<file path="src/rtl/stage_mem_if.sv">
// stage_mem_if: EX->MEM->WB handshake and data bus; fwd_* signals exist only under STAGE_MEM_FWD_EN
interface stage_mem_if;
  logic        allowout, validin, allowin, validout;
  logic [31:0] input_pc, input_alu_result, data_sram_rdata;
  logic [4:0]  input_rf_waddr;
  logic        input_rf_we, input_mem_load;
  logic [2:0]  input_load_op;
  logic [31:0] output_pc, output_rf_wdata;
  logic [4:0]  output_rf_waddr;
  logic        output_rf_we;
`ifdef STAGE_MEM_FWD_EN
  logic        fwd_valid, fwd_stall;
  logic [4:0]  fwd_waddr;
  logic [31:0] fwd_wdata;
  modport master (
    output allowout, validin, input_pc, input_alu_result, data_sram_rdata,
           input_rf_waddr, input_rf_we, input_mem_load, input_load_op,
    input  allowin, validout, output_pc, output_rf_wdata, output_rf_waddr, output_rf_we,
           fwd_valid, fwd_stall, fwd_waddr, fwd_wdata
  );
  modport slave (
    input  allowout, validin, input_pc, input_alu_result, data_sram_rdata,
           input_rf_waddr, input_rf_we, input_mem_load, input_load_op,
    output allowin, validout, output_pc, output_rf_wdata, output_rf_waddr, output_rf_we,
           fwd_valid, fwd_stall, fwd_waddr, fwd_wdata
  );
`else
  modport master (
    output allowout, validin, input_pc, input_alu_result, data_sram_rdata,
           input_rf_waddr, input_rf_we, input_mem_load, input_load_op,
    input  allowin, validout, output_pc, output_rf_wdata, output_rf_waddr, output_rf_we
  );
  modport slave (
    input  allowout, validin, input_pc, input_alu_result, data_sram_rdata,
           input_rf_waddr, input_rf_we, input_mem_load, input_load_op,
    output allowin, validout, output_pc, output_rf_wdata, output_rf_waddr, output_rf_we
  );
`endif
endinterface

</file>
<file path="src/rtl/stage_mem.sv">
// stage_mem: MEM stage, waits RESP_LATENCY for SRAM read, extracts load data; fwd port under STAGE_MEM_FWD_EN
module stage_mem #(
  parameter int RESP_LATENCY = 1
) (
  input logic        clk,
  input logic        resetn,
  stage_mem_if.slave bus
);
  localparam logic LAST = 1'(RESP_LATENCY - 1);
  logic        valid, wcnt, held, rf_we, mem_load, readygo, cap;
  logic [31:0] pc, alu_result, rdata_q, word, load_data;
  logic [4:0]  rf_waddr;
  logic [2:0]  load_op;
  logic [7:0]  b8;
  logic [15:0] h16;
  assign readygo = !mem_load | (wcnt == LAST) | held;
  assign bus.validout = valid & readygo;
  assign bus.allowin = !valid | (readygo & bus.allowout);
  assign cap = bus.allowin & bus.validin;
  always_ff @(posedge clk)
    if (!resetn) begin
      valid <= 1'b0;
      wcnt <= 1'b0;
      held <= 1'b0;
      pc <= '0;
      rf_waddr <= '0;
      rf_we <= 1'b0;
      alu_result <= '0;
      mem_load <= 1'b0;
      load_op <= '0;
      rdata_q <= '0;
    end else if (cap) begin
      valid <= 1'b1;
      wcnt <= 1'b0;
      held <= 1'b0;
      pc <= bus.input_pc;
      rf_waddr <= bus.input_rf_waddr;
      rf_we <= bus.input_rf_we;
      alu_result <= bus.input_alu_result;
      mem_load <= bus.input_mem_load;
      load_op <= bus.input_load_op;
    end else begin
      if (bus.validout & bus.allowout) valid <= 1'b0;
      if (valid & mem_load & (wcnt != LAST)) wcnt <= 1'b1;
      // Freeze the response once WB stalls us, since the SRAM bus may move on
      if (valid & mem_load & readygo & !bus.allowout & !held) begin
        rdata_q <= bus.data_sram_rdata;
        held <= 1'b1;
      end
    end
  always_comb begin
    word = held ? rdata_q : bus.data_sram_rdata;
    b8 = word[{alu_result[1:0], 3'b000} +: 8];
    h16 = alu_result[1] ? word[31:16] : word[15:0];
    load_data = load_op == 3'b000 ? {{24{b8[7]}}, b8}
              : load_op == 3'b100 ? {24'b0, b8}
              : load_op == 3'b001 ? {{16{h16[15]}}, h16}
              : load_op == 3'b101 ? {16'b0, h16}
              : word;
  end
  assign bus.output_pc = pc;
  assign bus.output_rf_waddr = rf_waddr;
  assign bus.output_rf_we = valid & rf_we;
  assign bus.output_rf_wdata = mem_load ? load_data : alu_result;
`ifdef STAGE_MEM_FWD_EN
  assign bus.fwd_valid = valid & rf_we & (rf_waddr != 5'd0);
  assign bus.fwd_waddr = rf_waddr;
  assign bus.fwd_wdata = bus.output_rf_wdata;
  assign bus.fwd_stall = valid & mem_load & !readygo;
`endif
endmodule

</file>
<file path="src/flat_wrapper.sv">
// flat-port wrapper written by rule: the top's interface ports become plain ports
module stage_mem_flat 
#(
  parameter int RESP_LATENCY = 1
)
  (clk, resetn, bus_allowout, bus_validin, bus_input_pc, bus_input_alu_result, bus_data_sram_rdata, bus_input_rf_waddr, bus_input_rf_we, bus_input_mem_load, bus_input_load_op, bus_allowin, bus_validout, bus_output_pc, bus_output_rf_wdata, bus_output_rf_waddr, bus_output_rf_we);
  stage_mem_if bus_i ();
  input logic clk;
  input logic resetn;
  input wire logic [$bits(bus_i.allowout)-1:0] bus_allowout;
  input wire logic [$bits(bus_i.validin)-1:0] bus_validin;
  input wire logic [$bits(bus_i.input_pc)-1:0] bus_input_pc;
  input wire logic [$bits(bus_i.input_alu_result)-1:0] bus_input_alu_result;
  input wire logic [$bits(bus_i.data_sram_rdata)-1:0] bus_data_sram_rdata;
  input wire logic [$bits(bus_i.input_rf_waddr)-1:0] bus_input_rf_waddr;
  input wire logic [$bits(bus_i.input_rf_we)-1:0] bus_input_rf_we;
  input wire logic [$bits(bus_i.input_mem_load)-1:0] bus_input_mem_load;
  input wire logic [$bits(bus_i.input_load_op)-1:0] bus_input_load_op;
  output wire logic [$bits(bus_i.allowin)-1:0] bus_allowin;
  output wire logic [$bits(bus_i.validout)-1:0] bus_validout;
  output wire logic [$bits(bus_i.output_pc)-1:0] bus_output_pc;
  output wire logic [$bits(bus_i.output_rf_wdata)-1:0] bus_output_rf_wdata;
  output wire logic [$bits(bus_i.output_rf_waddr)-1:0] bus_output_rf_waddr;
  output wire logic [$bits(bus_i.output_rf_we)-1:0] bus_output_rf_we;
  assign bus_i.allowout = bus_allowout;
  assign bus_i.validin = bus_validin;
  assign bus_i.input_pc = bus_input_pc;
  assign bus_i.input_alu_result = bus_input_alu_result;
  assign bus_i.data_sram_rdata = bus_data_sram_rdata;
  assign bus_i.input_rf_waddr = bus_input_rf_waddr;
  assign bus_i.input_rf_we = bus_input_rf_we;
  assign bus_i.input_mem_load = bus_input_mem_load;
  assign bus_i.input_load_op = bus_input_load_op;
  assign bus_allowin = bus_i.allowin;
  assign bus_validout = bus_i.validout;
  assign bus_output_pc = bus_i.output_pc;
  assign bus_output_rf_wdata = bus_i.output_rf_wdata;
  assign bus_output_rf_waddr = bus_i.output_rf_waddr;
  assign bus_output_rf_we = bus_i.output_rf_we;
  stage_mem #(.RESP_LATENCY(RESP_LATENCY)) u_core (.clk(clk), .resetn(resetn), .bus(bus_i));
endmodule
</file>
<file path="config.mk">
export PLATFORM = sky130hd
export DESIGN_NAME = stage_mem_flat
export DESIGN_NICKNAME = d
export VERILOG_FILES = /design/src/rtl/stage_mem_if.sv /design/src/rtl/stage_mem.sv /design/src/flat_wrapper.sv
export SDC_FILE = /design/constraint.sdc
export NUM_CORES = 1
export LEC_CHECK = 0
export BUFFER_PORTS_ARGS = -buffer_cell sky130_fd_sc_hd__buf_2
export CORE_MARGIN = 2
export CORE_UTILIZATION = 52
export DETAILED_ROUTE_END_ITERATION = 7
export PLACE_DENSITY = 0.9
export RECOVER_POWER = 25
export SLEW_MARGIN = 20
export SYNTH_ARGS = -nofsm -noshare
export SYNTH_HDL_FRONTEND = slang
export SYNTH_SLANG_ARGS = --single-unit
</file>
<file path="constraint.sdc">
create_clock -name clk -period 2.08 [get_ports clk]
set_input_delay 0.208 -clock clk [delete_from_list [all_inputs] [get_ports clk]]
set_output_delay 0.208 -clock clk [all_outputs]
set_load 0.02 [all_outputs]
</file>
==> results of run 1 <==
[routing by layer]
metal	routed length, microns	share of wire	up-vias
li1	-	-	2869
met5	0	0	-
met2	8910	0.48	351
met1	7330	0.39	2932
met3	1670	0.089	79
met4	806	0.043	0
[power groups by stage]
stage | logic, mW | clock network [mW] | registers (mW)
2_1_floorplan | 0.585 | 0 | 2.31
3_5_place_dp | 0.976 | 0 | 2.27
5_1_grt | 1.17 | 1.59 | 2.24
6_report | 1.09 | 1.50 | 2.23
4_1_cts | 1.05 | 1.51 | 2.22
3_3_place_gp | 0.962 | 0 | 2.27
[layout by cell type, fill, tap and decap left out, types with 2 or more instances in the layout]
| cell | count |
|---|---|
| a211o_1 | 7 |
| a21oi_1 | 108 |
| a41oi_1 | 2 |
| a41oi_2 | 14 |
| and2_1 | 2 |
| buf_12 | 8 |
| buf_2 | 125 |
| buf_4 | 47 |
| buf_6 | 4 |
| bufinv_16 | 2 |
| clkbuf_1 | 37 |
| clkbuf_8 | 10 |
| dfxtp_1 | 104 |
| dfxtp_2 | 3 |
| dfxtp_4 | 2 |
| inv_1 | 7 |
| inv_2 | 3 |
| inv_6 | 3 |
| mux2_2 | 17 |
| mux2_4 | 11 |
| mux2i_1 | 14 |
| mux2i_2 | 5 |
| mux4_1 | 3 |
| mux4_2 | 7 |
| nand2_1 | 90 |
| nand3_1 | 75 |
| nor2_1 | 34 |
| nor2b_1 | 9 |
| o21ai_0 | 74 |
| o21ai_1 | 4 |
| o21ai_2 | 3 |
| o22ai_1 | 13 |
| o311a_1 | 6 |
[metrics by stage]
stage / utilization / instances
floorplan: - / 712
global placement: 0.622 / 984
detailed placement: 0.622 / 984
CTS: 0.667 / 1009
global route: 0.675 / 1017
finish: 0.675 / 1017
[area by class of cell]
class,count,share of cell area
tap,140,0.0239
clock inverter,6,0.0124
multi-input combinational,519,0.460
inverter,11,0.00613
clock buffer,10,0.0187
sequential,109,0.299
antenna,1,0.000341
timing repair buffer,221,0.180
[state kept, by name (all words and copies together), names as in the netlist, 3 cells and up]
signal / flops
u_core.load_op: 3
u_core.bus.output_pc: 32
u_core.rdata_q: 32
u_core.bus.output_rf_waddr: 5
u_core.alu_result: 32
[what timing repair did]
item | CTS | global route
pin swaps | 5 | 4
gates resized for setup | 49 | 21
setup endpoints to repair | 32 | 33
buffers inserted | 9 | 7
cloned | 0 | 0
[path summary, 6_finish.rpt]
kind / from / to / cells past startpoint
hold reg to reg: u_core.rdata_q[2] / u_core.rdata_q[2] / 2
setup / recovery: u_core.held / bus_output_rf_wdata[9] / 5
setup reg to reg: u_core.held / u_core.rdata_q[11] / 7
hold / removal: bus_input_alu_result[12] / u_core.alu_result[12] / 3
[logic make-up (layout without fill, tap and decap cells)]
logic type / count (synthesis) / count (layout) / synth area share
buf+inv: 84 / 248 / 0.0699
compound gates: 242 / 242 / 0.255
simple gates: 220 / 220 / 0.168
other cells: 0 / 1 / 0
mux: 57 / 57 / 0.132
flops: 109 / 109 / 0.374
[tightest hold or removal path: cells and delay by family]
kind,cells,cell delay [ns]
buf+inv,1,0.09
simple gates,1,0.05
compound gates,1,0.05
==> flow_metrics.py, run 1 <==
metrics = {
    "final_layout": {
        "fin_nets": 981,
        "fill_cells": 880,
        "synthToLayoutAreaGrowth_pct": 25.9,
        "postLayoutCellArea_sq_mm": 0.00734,
        "drive_above_1_share": 0.318,
        "area.sequential_sq_mm": 0.00219,
        "multi_input_area_sq_mm": 0.00338,
    },
    "synth": {
        "yosys_warnings": 0,
        "async_flop_share": 0,
        "synth_edf_count": 0,
        "synthesis.nets": 822,
        "synth-main-ff-cell": "dfxtp_1",
        "syn-instance-count": 712,
        "synth_area_per_cell_sq_um": 8.19,
        "synth_area_leader_cell": "dfxtp_1",
        "synth_seq_area_share": 0.374,
        "synth_area_leaders": "dfxtp_1 (37%), a21oi_1 (9.3%), nand3_1 (6.4%), o21ai_0 (6.4%), nand2_1 (5.8%)",
        "synth_top_area_frac": 0.374,
        "synth_seq_cells": 109,
        "netlist_area_sq_mm": 0.00583,
        "synth_most_common_cell": "dfxtp_1",
        "synth.distinct_cells": 45,
        "ys_top_cells_by_count": "dfxtp_1 (109), a21oi_1 (108), nand2_1 (90)",
    },
    "sta": {
        "hold_viol_final": 0,
        "rsz0062_at_grt": "true",
        "finalSetupViolCount": 32,
        "tns_ns": -4.67,
        "slew-limit-headroom": 0.483,
        "timing.final.crit_period_ns": 2.27,
        "fin_crit_sh": 1.09,
        "tightest_slew_ns": 0.776,
        "max_clock_freq_mhz": 441,
        "clock_skew_ns": 0.0113,
        "fin_ws_ns": -0.190,
        "timing.hold.ws_ns": 0.0634,
        "slew_viol_final": 0,
    },
    "global_routing": {
        "grt_max_degree": 76,
        "grt_util_met2": 0.479,
        "antenna_found_initial": 1,
        "top_usage_layer": "met2",
        "grt_usage": 0.302,
        "grt_pass1_wl_microns": 28400,
        "gr-total-overflow": 0,
        "grt_use_met3": 0.0735,
        "grt_use_met1": 0.388,
        "grt_pass1_vias": 5671,
    },
    "pwr": {
        "pwr-share-clk": 0.311,
        "internal-power_mw": 3.34,
        "p_total_mw": 4.81,
        "p_leak_nw": 2.83,
        "ir_drop_mv": 0.476,
        "comb_power_share": 0.226,
        "switching_power_mw": 1.47,
        "powerDensity_mw_per_mm2": 655,
        "sequentialPowerShare": 0.463,
        "p_sw_frac": 0.306,
    },
    "placement": {
        "placed_cell_area_sq_mm": 0.00678,
        "gp_congestion": 0.935,
        "io_buffers": 181,
        "post-place-ws_ns": -0.0541,
        "hpwl_microns": 12000,
    },
    "cts": {
        "root_buffer": "clkbuf_8",
        "cts.clk_slew.worst_paths_ns": 0.11,
        "hold_buffers": 0,
        "clock_latency_ns": 0.38,
        "cts_max_level": 3,
        "cts_tree": "built",
        "cts.sinks": 109,
        "clockBufferDepth": 2,
        "numCtsBuffers": 9,
    },
    "drt": {
        "initialDrtViolationCount": 680,
        "ant_nets": 0,
        "dr.pass1.iters": 8,
        "viasPerCell": 6.13,
        "via_count": 6231,
        "routed_wl_microns": 18700,
        "wl_per_cell_microns": 18.4,
        "drc": 0,
    },
    "floorplan": {
        "io_pins": 182,
        "fp.dieW_microns": 110,
        "num_rows": 38,
        "die_y_microns": 110,
        "coreArea_sq_mm": 0.0109,
        "start_util": 0.536,
        "die_area_sq_mm": 0.0121,
    },
    "setup_path": {
        "worstSetupPathType": "reg2out",
        "cp_num_buf_inv": 1,
        "crit_required_ns": 1.87,
        "start_kind": "flip-flop",
        "crit_path_cell_trace": "mux2_4 -> o2bb2ai_4 -> o21a_4 -> a211o_1 -> buf_2",
        "slowest_stage": "dfxtp_4",
        "path_max_fanout": 7,
        "r2r_slack_ns": 0.19,
        "critical_path.endpoint_type": "output pin",
        "critPathTopFamily": "compound AO/OA/AOI/OAI gates",
        "max_stage_delay_ns": 0.43,
        "worstPathArrival_ns": 2.06,
    },
    "hold_path": {
        "worstHoldPathType": "in2reg",
    },
    "status": {
        "status": "finished, violations left",
        "violations": "negative setup slack",
    },
    "flow_run": {
        "drv_cap": 0,
    },
}
Note: power is estimated with default switching activity, not from simulation.
==> run 2, diff against run 1 <==
Settings changed: REMOVE_ABC_BUFFERS from default to 1.
==> run 2 against run 1 <==
  * The flow still finishes with violations (negative setup slack)
  * Utilization increased by 1.7 points
  * Die area is the same
  * Sequential share of layout area decreased by 0.65 points
  * Critical endpoint is now bus_output_rf_wdata[2]
==> flow_metrics.py, run 2 (synthesized netlist as in run 1, its figures left out) <==
metrics = {
    "placement": {
        "placed_cell_area_sq_mm": 0.00685,
        "gp_congestion": 0.967,
        "hpwl_microns": 11400,
        "io_buffers": 181,
        "dp_cells": 984,
        "post-place-ws_ns": 0.0655,
    },
    "setup_path": {
        "worstSetupPathType": "reg2out",
        "path_max_fanout": 11,
        "critical_path.endpoint_type": "output pin",
        "worstPathArrival_ns": 2.05,
        "start_kind": "flip-flop",
        "slowest_stage": "dfxtp_4",
        "crit_path_cell_trace": "and3b_2 -> buf_12 -> mux2_2 -> o21ai_2 -> o22ai_1 -> buf_4",
        "r2r_slack_ns": 0.21,
        "max_stage_delay_ns": 0.43,
        "r2r-start": "u_core.held",
        "reg2reg_depth": 8,
        "crit_required_ns": 1.87,
        "reg2reg_to": "u_core.load_op[1]",
    },
    "cts": {
        "cts_tree": "built",
        "cts.clk_slew.worst_paths_ns": 0.11,
        "root_buffer": "clkbuf_8",
        "numCtsBuffers": 9,
        "cts_max_level": 3,
        "clockBufferDepth": 2,
        "cts.sinks": 109,
        "clock_latency_ns": 0.37,
    },
    "floorplan": {
        "start_util": 0.536,
        "fp.dieW_microns": 110,
        "die_y_microns": 110,
        "die_area_sq_mm": 0.0121,
        "num_rows": 38,
        "io_pins": 182,
        "coreArea_sq_mm": 0.0109,
    },
    "sta": {
        "timing.final.crit_period_ns": 2.26,
        "hold_viol_final": 0,
        "finalSetupViolCount": 32,
        "rsz0062_at_grt": "true",
        "tightest_slew_ns": 0.839,
        "slew_viol_final": 0,
        "slew-limit-headroom": 0.440,
        "fin_ws_ns": -0.182,
        "clock_skew_ns": 0.00786,
        "max_clock_freq_mhz": 442,
        "fin_crit_sh": 1.09,
    },
    "final_layout": {
        "synthToLayoutAreaGrowth_pct": 29.0,
        "fin_util": 0.691,
        "drive_above_1_share": 0.329,
        "stdcell_count": 1021,
        "postLayoutCellArea_sq_mm": 0.00752,
        "final_common_cell": "buf_2",
        "multi_input_area_sq_mm": 0.00342,
        "fin_nets": 984,
        "final_cell_mix": "buf_2 (113), a21oi_1 (108), dfxtp_1 (104), nand2_1 (87), o21ai_0 (75)",
        "fill_cells": 871,
        "area.sequential_sq_mm": 0.00220,
    },
    "hold_path": {
        "min_to": "u_core.bus.output_pc[21]",
        "hp-start": "bus_input_pc[21]",
        "worstHoldPathType": "in2reg",
        "holdPathStages": 3,
    },
    "status": {
        "violations": "negative setup slack",
        "status": "finished, violations left",
    },
    "drt": {
        "drc": 0,
        "ant_nets": 0,
        "dr.pass1.iters": 7,
        "initialDrtViolationCount": 547,
        "routed_wl_microns": 19000,
        "viasPerCell": 6.10,
        "via_count": 6232,
        "wl_per_cell_microns": 18.6,
    },
    "global_routing": {
        "grt_max_degree": 76,
        "gr-total-overflow": 0,
        "grt_pass1_wl_microns": 28000,
        "grt_pass1_vias": 5796,
        "grt_usage": 0.296,
        "antenna_found_initial": 3,
    },
    "pwr": {
        "p_leak_nw": 2.87,
        "ir_drop_mv": 0.527,
        "powerDensity_mw_per_mm2": 613,
    },
    "flow_run": {
        "drv_cap": 0,
    },
}
==> run 2: changes by cell type in the layout (fill, tap and decap cells not counted), moves of 3 or more <==
cell     change
nand2_2      +3
buf_4        -4
mux2_2       -3
buf_6       +13
buf_2       -12
buf_12       +4
o21ai_1      -3
mux2_4       +3
inv_6        -3
mux2i_2      -3
mux2i_4      +3
nand2_1      -3
==> run 2: critical path, delay by kind of cell (launching register included) <==
kind	cells	cell delay, ns
flip-flops	1	0.43
buffers and inverters	2	0.36
AO/OA/AOI/OAI	2	0.22
multiplexers	1	0.36
AND/OR/NAND/NOR	1	0.30
==> run 2: metrics by stage <==
stage | TNS (ns) | hold slack, ns | power (mW)
after floorplan | -261.77 | 0.341 | 2.84
after global placement | 0 | 0.439 | 3.25
after detailed placement | 0 | 0.448 | 3.27
after CTS | -3.20 | 0.0582 | 4.50
after global routing | -7.23 | 0.0596 | 4.79
final | -5.09 | 0.0673 | 4.61
==> run 2: repair_timing <==
item                       CTS  global route
cloned                       2             2
setup endpoints to repair   32            33
hold buffers                 0             0
setup buffers                8             9
gates resized for setup     30            75
pin swaps                    4            16
==> run 2: report_power, final <==
part	internal (mW)	switching (mW)
sequential	2.18	0.0536
clock	0.448	0.789
combinational	0.488	0.658
==> run 2: routing by layer <==
| layer | global-route usage | share of wire | up-vias |
|---|---|---|---|
| li1 | - | - | 2877 |
| met1 | 0.356 | 0.38 | 2915 |
| met2 | 0.509 | 0.48 | 376 |
| met3 | 0.0771 | 0.10 | 62 |
| met4 | 0.105 | 0.033 | 2 |
| met5 | 0 | 0.00068 | - |
==> run 2: final cells by class <==
cell class,instances,share of cell area
clock buffer,10,0.0170
multi-input combinational,519,0.454
tap,140,0.0233
timing repair buffer,224,0.201
inverter,11,0.00599
sequential,109,0.292
clock inverter,6,0.00648
antenna,2,0.000665
==> run 2: how the worst max path moves through the flow <==
stage	end	depth (start not counted)	slack [ns]	startpoint
3_5_place_dp	bus_output_rf_wdata[11]	5	0.07	u_core.alu_result[1]
4_1_cts	bus_output_rf_wdata[6]	7	-0.15	u_core.load_op[1]
3_3_place_gp	bus_output_rf_wdata[11]	5	0.12	u_core.alu_result[1]
2_1_floorplan	u_core.alu_result[0]	5	-2.76	u_core.mem_load
6_report	bus_output_rf_wdata[2]	6	-0.18	u_core.alu_result[1]
5_1_grt	bus_output_rf_wdata[20]	6	-0.27	u_core.held
